[src/rtl/dpram_fifo.sv]
// FIFO controller for an external dual-port RAM: port A writes, port X reads.
// Flags are decoded from registered state only; read address is looked ahead on pop.
module dpram_fifo #(
   parameter int AW = 5,
   parameter int DW = 2
) (
   input  logic          clk_i,
   input  logic          rst_ni,
   input  logic          flush_i,
   input  logic [DW-1:0] wdat_i,
   input  logic          wvld_i,
   output logic          wrdy_o,
   output logic [DW-1:0] rdat_o,
   output logic          rvld_o,
   input  logic          rrdy_i,
   output logic [AW:0]   lvl_o,
   output logic [AW-1:0] mem_adr_o,
   output logic [DW-1:0] mem_dat_o,
   output logic          mem_wre_o,
   output logic [AW-1:0] mem_xadr_o,
   output logic          mem_ena_o,
   input  logic [DW-1:0] mem_xdat_i
);

   localparam logic [AW:0] FULL = {1'b1, {AW{1'b0}}};

   logic [AW-1:0] wptr;
   logic [AW-1:0] rptr;
   logic [AW:0]   cnt;
   logic          push;
   logic          pop;

   assign wrdy_o = (cnt != FULL);
   assign rvld_o = (cnt != '0);
   assign lvl_o  = cnt;

   // No RAM write may leak out while the controller is held in reset.
   assign push = wvld_i & wrdy_o & ~flush_i & rst_ni;
   assign pop  = rvld_o & rrdy_i & ~flush_i;

   assign mem_adr_o  = wptr;
   assign mem_dat_o  = wdat_i;
   assign mem_wre_o  = push;
   assign mem_ena_o  = 1'b1;

   // The RAM registers the read address, so present the post-pop head now.
   assign mem_xadr_o = pop ? rptr + AW'(1) : rptr;
   assign rdat_o     = mem_xdat_i;

   always_ff @(posedge clk_i or negedge rst_ni) begin
      if (!rst_ni) begin
         wptr <= '0;
         rptr <= '0;
         cnt  <= '0;
      end else if (flush_i) begin
         wptr <= '0;
         rptr <= '0;
         cnt  <= '0;
      end else begin
         if (push) wptr <= wptr + AW'(1);
         if (pop)  rptr <= rptr + AW'(1);
         case ({push, pop})
            2'b10:   cnt <= cnt + (AW+1)'(1);
            2'b01:   cnt <= cnt - (AW+1)'(1);
            default: cnt <= cnt;
         endcase
      end
   end

endmodule

[config.mk]
export PLATFORM = sky130hd
export DESIGN_NAME = dpram_fifo
export DESIGN_NICKNAME = d
export VERILOG_FILES = /design/src/rtl/dpram_fifo.sv
export SDC_FILE = /design/constraint.sdc
export NUM_CORES = 1
export LEC_CHECK = 0
export CORE_ASPECT_RATIO = 1.25
export CORE_UTILIZATION = 30
export DETAILED_ROUTE_END_ITERATION = 16
export GPL_TIMING_DRIVEN = 0
export SLEW_MARGIN = 10
export SYNTH_ARGS = -nofsm -noshare
export SYNTH_HDL_FRONTEND = slang
export SYNTH_SLANG_ARGS = --single-unit
[constraint.sdc]
create_clock -name clk_i -period 3.6 [get_ports clk_i]
set_input_delay 0.54 -clock clk_i [delete_from_list [all_inputs] [get_ports clk_i]]
set_output_delay 0.54 -clock clk_i [all_outputs]
set_load 0.05 [all_outputs]
* Word level (Yosys, flattened, before mapping)
Index checks and enable logic that the tools add are counted.
** Word-level totals
- Register bits :: 16
- Bits of input ports :: 9
** Cells by class
- Add/subtract/negate cells :: 4
- Equal/unequal tests :: 3
- Muxes and demuxes :: 6
- Bitwise gates (word level) :: 6
- Reduce and logical (&&, ||, !) cells :: 3
** Operator list (number)
- 5-bit two-way mux :: 4
- 6-bit case mux with 2 select lines :: 1
- 5-bit by 1-bit adder with 5-bit output (second input constant) :: 2
- 6-bit by 1-bit adder with 6-bit output (second input constant) :: 1
- 6-bit two-way mux :: 1
- 6-bit != test (second input constant) :: 1
- 6-bit nonzero test :: 1
- 6-bit by 1-bit subtractor with 6-bit output (second input constant) :: 1
- 1-bit AND :: 5
- 3-bit nonzero test :: 1
- 2-bit by 1-bit == test with 1-bit output (second input constant) :: 1
- 2-bit == test (second input constant) :: 1
- 2-bit nonzero test :: 1
- 1-bit NOT :: 1

* Longest topological paths before layout
- Depth in word-level cells :: 7
- Mapped depth :: 10

* Least setup slack after synthesis
OpenSTA, ideal clock, no wires.
- Path type :: register to register
- From :: register cnt[5] (netlist: lvl_o[5])
- To :: register cnt[5] (netlist: lvl_o[5])
- Library setup time :: 0.131 ns
- Arrival time :: 3.311 ns
- Required time :: 3.469 ns
- Setup slack :: 0.157 ns
- Stages on the path, launching flop included :: 11
- Path buffers :: 1
- Cell sequence :: dfrtp_1 nor4b_2 a211oi_4 buf_2 nor2_1 ha_1 a211oi_1 o21bai_1 a2111oi_4 a2111oi_1 or3b_1
** Between the ends
- Cells in the longest elaborated chain, start to end :: 7
- Elaborated cells on any way between the ends :: 14
- Those cells by class :: add/sub (2); eq/ne (3); mux (2); bitwise (5); reduce/logical (2)
** RTL lines
- start: declaration :: RTL line 29 : logic [AW:0] cnt;
- start signal: assignment :: RTL line 63 : 2'b10: cnt <= cnt + (AW+1)'(1);
- start signal: assignment :: RTL line 64 : 2'b01: cnt <= cnt - (AW+1)'(1);
- start signal: assignment :: RTL line 65 : default: cnt <= cnt;
- 6-bit != test (*) :: RTL line 33 : assign wrdy_o = (cnt != FULL);
- 1-bit AND (*) (3 in a row) :: RTL line 38 : assign push = wvld_i & wrdy_o & ~flush_i & rst_ni;
- via mem_wre_o :: RTL line 19 : output logic mem_wre_o,
- 2-bit by 1-bit == test with 1-bit output / 2-bit == test (equally long branches) :: RTL line 62 : case ({push, pop})
- 6-bit case mux with 2 select lines :: RTL line 62
- 6-bit two-way mux :: RTL line 55 : end else if (flush_i) begin
The timed path passes the listed nets; every way through them passes the cells marked *.
A chain may end at the register's enable or synchronous reset.

* Worst setup path in the final report
- From :: input wvld_i
- To :: register cnt[5] (netlist: lvl_o[5])
** Between the ends
- Cells in the longest elaborated chain, start to end :: 6
- Elaborated cells on any way between the ends :: 8
- Those cells by class :: eq/ne (2); mux (2); bitwise (3); reduce/logical (1)
** RTL lines
- start: declaration :: RTL line 11 : input logic wvld_i,
- 1-bit AND (*) (3 in a row) :: RTL line 38
- 2-bit by 1-bit == test with 1-bit output / 2-bit == test (equally long branches) :: RTL line 62
- 6-bit case mux with 2 select lines :: RTL line 62
- 6-bit two-way mux :: RTL line 55
Mark *: on every way between the ends. The rest lies on a longest branch, timed or not.

==> metrics.txt <==
CTS tree built; Tightest Pin Transition 0.511 ns; DRT Pass-1 Iters 3; Worst R2R End lvl_o[5]$_DFFE_PN0P_; number of vias per cell 5.10; Post-synth EDFFs 0; DP Cell Count ~160; Die Height 68.3 um; Async S/R FF share, synth 1.00; RSZ-0062 raised after global routing false; Syn Nets 115; VDD IR-drop max 0.646 mV; critical path fanouts, max 10; GRT Residual Overflow 0; register area around 400 um2; Clock transition at path regs 0.06 ns; Area Growth Syn to Fin 34.5%; clock sink count 16; status finished clean; Syn Area/Cell 10.7 um2; Slowest-stage cell, CP clkdlybuf4s50_1; mapped cell area 1050 um2; register area share after synthesis 0.380; Synth top cells by count 16 x dfrtp_1, 7 x nor2_1, 7 x xnor2_1; CTS H-Tree Depth 1; FF-to-FF Start lvl_o[3]$_DFFE_PN0P_; largest net degree at the start of global routing 18; area of the multi-input gates 591 um2; CP Depth 11; count leader, synth dfrtp_1; Reg2Reg Depth 10; Worst path max stage delay 0.45 ns; IO Pins 33; Vias 847; number of buffers and inverters on the critical path 2; Leakage Power 0.636 nW; clock latency on the worst-skew pair 0.24 ns; die width 55.0 um; cells along the critical path clkdlybuf4s50_1 -> nand2_1 -> a211oi_4 -> buf_2 -> nor2_1 -> ha_1 -> a211oi_1 -> o21bai_1 -> a2111oi_4 -> a2111oi_1 -> or3b_1; Synth Instances 99; clock skew between 0.0015 and 0.002 ns; area leader, netlist dfrtp_1; final hold violation count 0; Layout fillers 322; post-DP HPWL 1720 um; FF-to-FF setup slack 0.25 ns; # diodes 0; synth warn 0; Slew headroom 0.658; Hold-fix buffers, CTS 0; predominant post-synthesis flop cell dfrtp_1; Site Rows 23; pwr/cell area 773 nW/um2; total chip power 1.10 mW; total negative slack 0 ns; share of the synthesized area in the top cell type 0.380; Critical Path Start Type input port; Finished Core Util 0.432; Fin Hold WS 0.177 ns; endpoint class of the critical path flip-flop; share of layout cells above drive strength 1 0.171; synth top area cells dfrtp_1 38%, ha_1 7.1%, xnor2_1 5.8%; cell family with most CP delay compound AO/OA/AOI/OAI gates; Post-DRT Antenna Nets 0; CP arrival 3.48 ns; CTS root buffer clkbuf_8; initial antenna violation count 0; post-CTS repair timing setup buffer count 0; Max Fclk roughly 0.3 GHz; Final Max Slew Viols 0; Max Cap Violations 0; vias in the first global route 874; GPL Wtd Cong roughly 0.73; Critical path origin wvld_i; final critical-path share of the clock period 0.932; Initial Utilization 0.322; Core ar. 3280 um2; Final #Nets between 100 and 150; routed len/inst 13.7 um; DRC viols 0; Req. time, crit path 3.72 ns; first-pass GRT wire length 3840 um; Setup CP Type in2reg; GRT Overall Usage 0.144; critical path capture point lvl_o[5]$_DFFE_PN0P_; Final min period between 3 and 4 ns; Post-Layout Cell Count 166; DR iter-0 viols 5; Hold WC Path Type in2async; CTS buffer count 3; Synth Register Bits 16; WL final 2270 um; Final setup viols 0; CTS Buffer Depth 2; Buffers on Ports 26; Die Area 3760 um2; synth unique cells 34
## worst reg2reg max path: cells and delay by family (launching register included)
family	cells	cell delay [ns]
and+or+nand+nor	3	1.19
adders and majority gates	1	0.33
buffers and inverters	1	0.22
DFF	1	0.44
AOI/OAI and AO/OA	5	1.04
## placed cells by master (no fill, tap or decap), types with 4 or more instances in the layout
master / netlist / routed
buf_4: 5 / 5
clkbuf_8: 0 / 4
clkdlybuf4s50_1: 0 / 25
dfrtp_1: 16 / 16
ha_1: 6 / 6
mux2_2: 4 / 4
nand2_1: 6 / 6
nand4_1: 5 / 5
nor2_1: 7 / 7
nor2b_1: 5 / 5
xnor2_1: 7 / 7
xor2_1: 4 / 4
## cell type report
| type | count | share of cell area |
|---|---|---|
| Multi-Input combinational cell | 72 | 0.416 |
| Sequential cell | 16 | 0.282 |
| Timing Repair Buffer | 26 | 0.182 |
| Buffer | 9 | 0.0432 |
| Clock buffer | 4 | 0.0388 |
| Tap cell | 37 | 0.0326 |
| Inverter | 2 | 0.00529 |
## power by group
group	internal (mW)	switching, mW	total, mW
clock network	0.0968	0.0596	0.156
logic	0.251	0.416	0.667
registers	0.213	0.0601	0.274
total	0.561	0.536	1.10
## registers in the layout, indices dropped and copies added, names as in the netlist
register and count:
rptr 5, lvl_o 6, mem_adr_o 5
## how the worst min path moves through the flow
| stage | to | slack (ns) | cells past startpoint |
|---|---|---|---|
| final | lvl_o[3]$_DFFE_PN0P_ | 0.18 | 1 |
| after global routing | lvl_o[0]$_DFFE_PN0P_ | 0.19 | 1 |
| after CTS | lvl_o[5]$_DFFE_PN0P_ | 0.34 | 1 |
| after detailed placement | mem_adr_o[4]$_DFFE_PN0P_ | 0.53 | 2 |
| after global placement | mem_adr_o[4]$_DFFE_PN0P_ | 0.53 | 2 |
| after floorplan | lvl_o[0]$_DFFE_PN0P_ | 0.24 | 0 |
## metal layers
metal / global-route usage / vias up / share of wire
met4: 0.0563 / 0 / 0.011
met5: 0 / - / 0
met2: 0.255 / 23 / 0.51
li1: - / 408 / -
met3: 0.0267 / 4 / 0.043
met1: 0.166 / 412 / 0.44
## metrics by stage
step | worst slack (ns) | instance area (um2)
floorplan | 0.157 | 1050
global placement | -0.753 | 1360
detailed placement | -0.816 | 1360
CTS | 0.0345 | 1420
global route | 0.0208 | 1420
finish | 0.245 | 1420
## kinds of logic after synthesis
family                     synth area share
buffers and inverters                0.0652
AOI/OAI and AO/OA                     0.171
adders and majority gates            0.0902
xor gates and xnor gates             0.0913
DFF                                   0.380
muxes                                0.0427
other                               0.00356
and+or+nand+nor                       0.157
## timing repair
item	CTS	global route
gates cloned	0	0
gates resized for setup	3	4
pin swaps	0	1
setup endpoints to repair	3	4
Power figures use the tool's default switching activity.
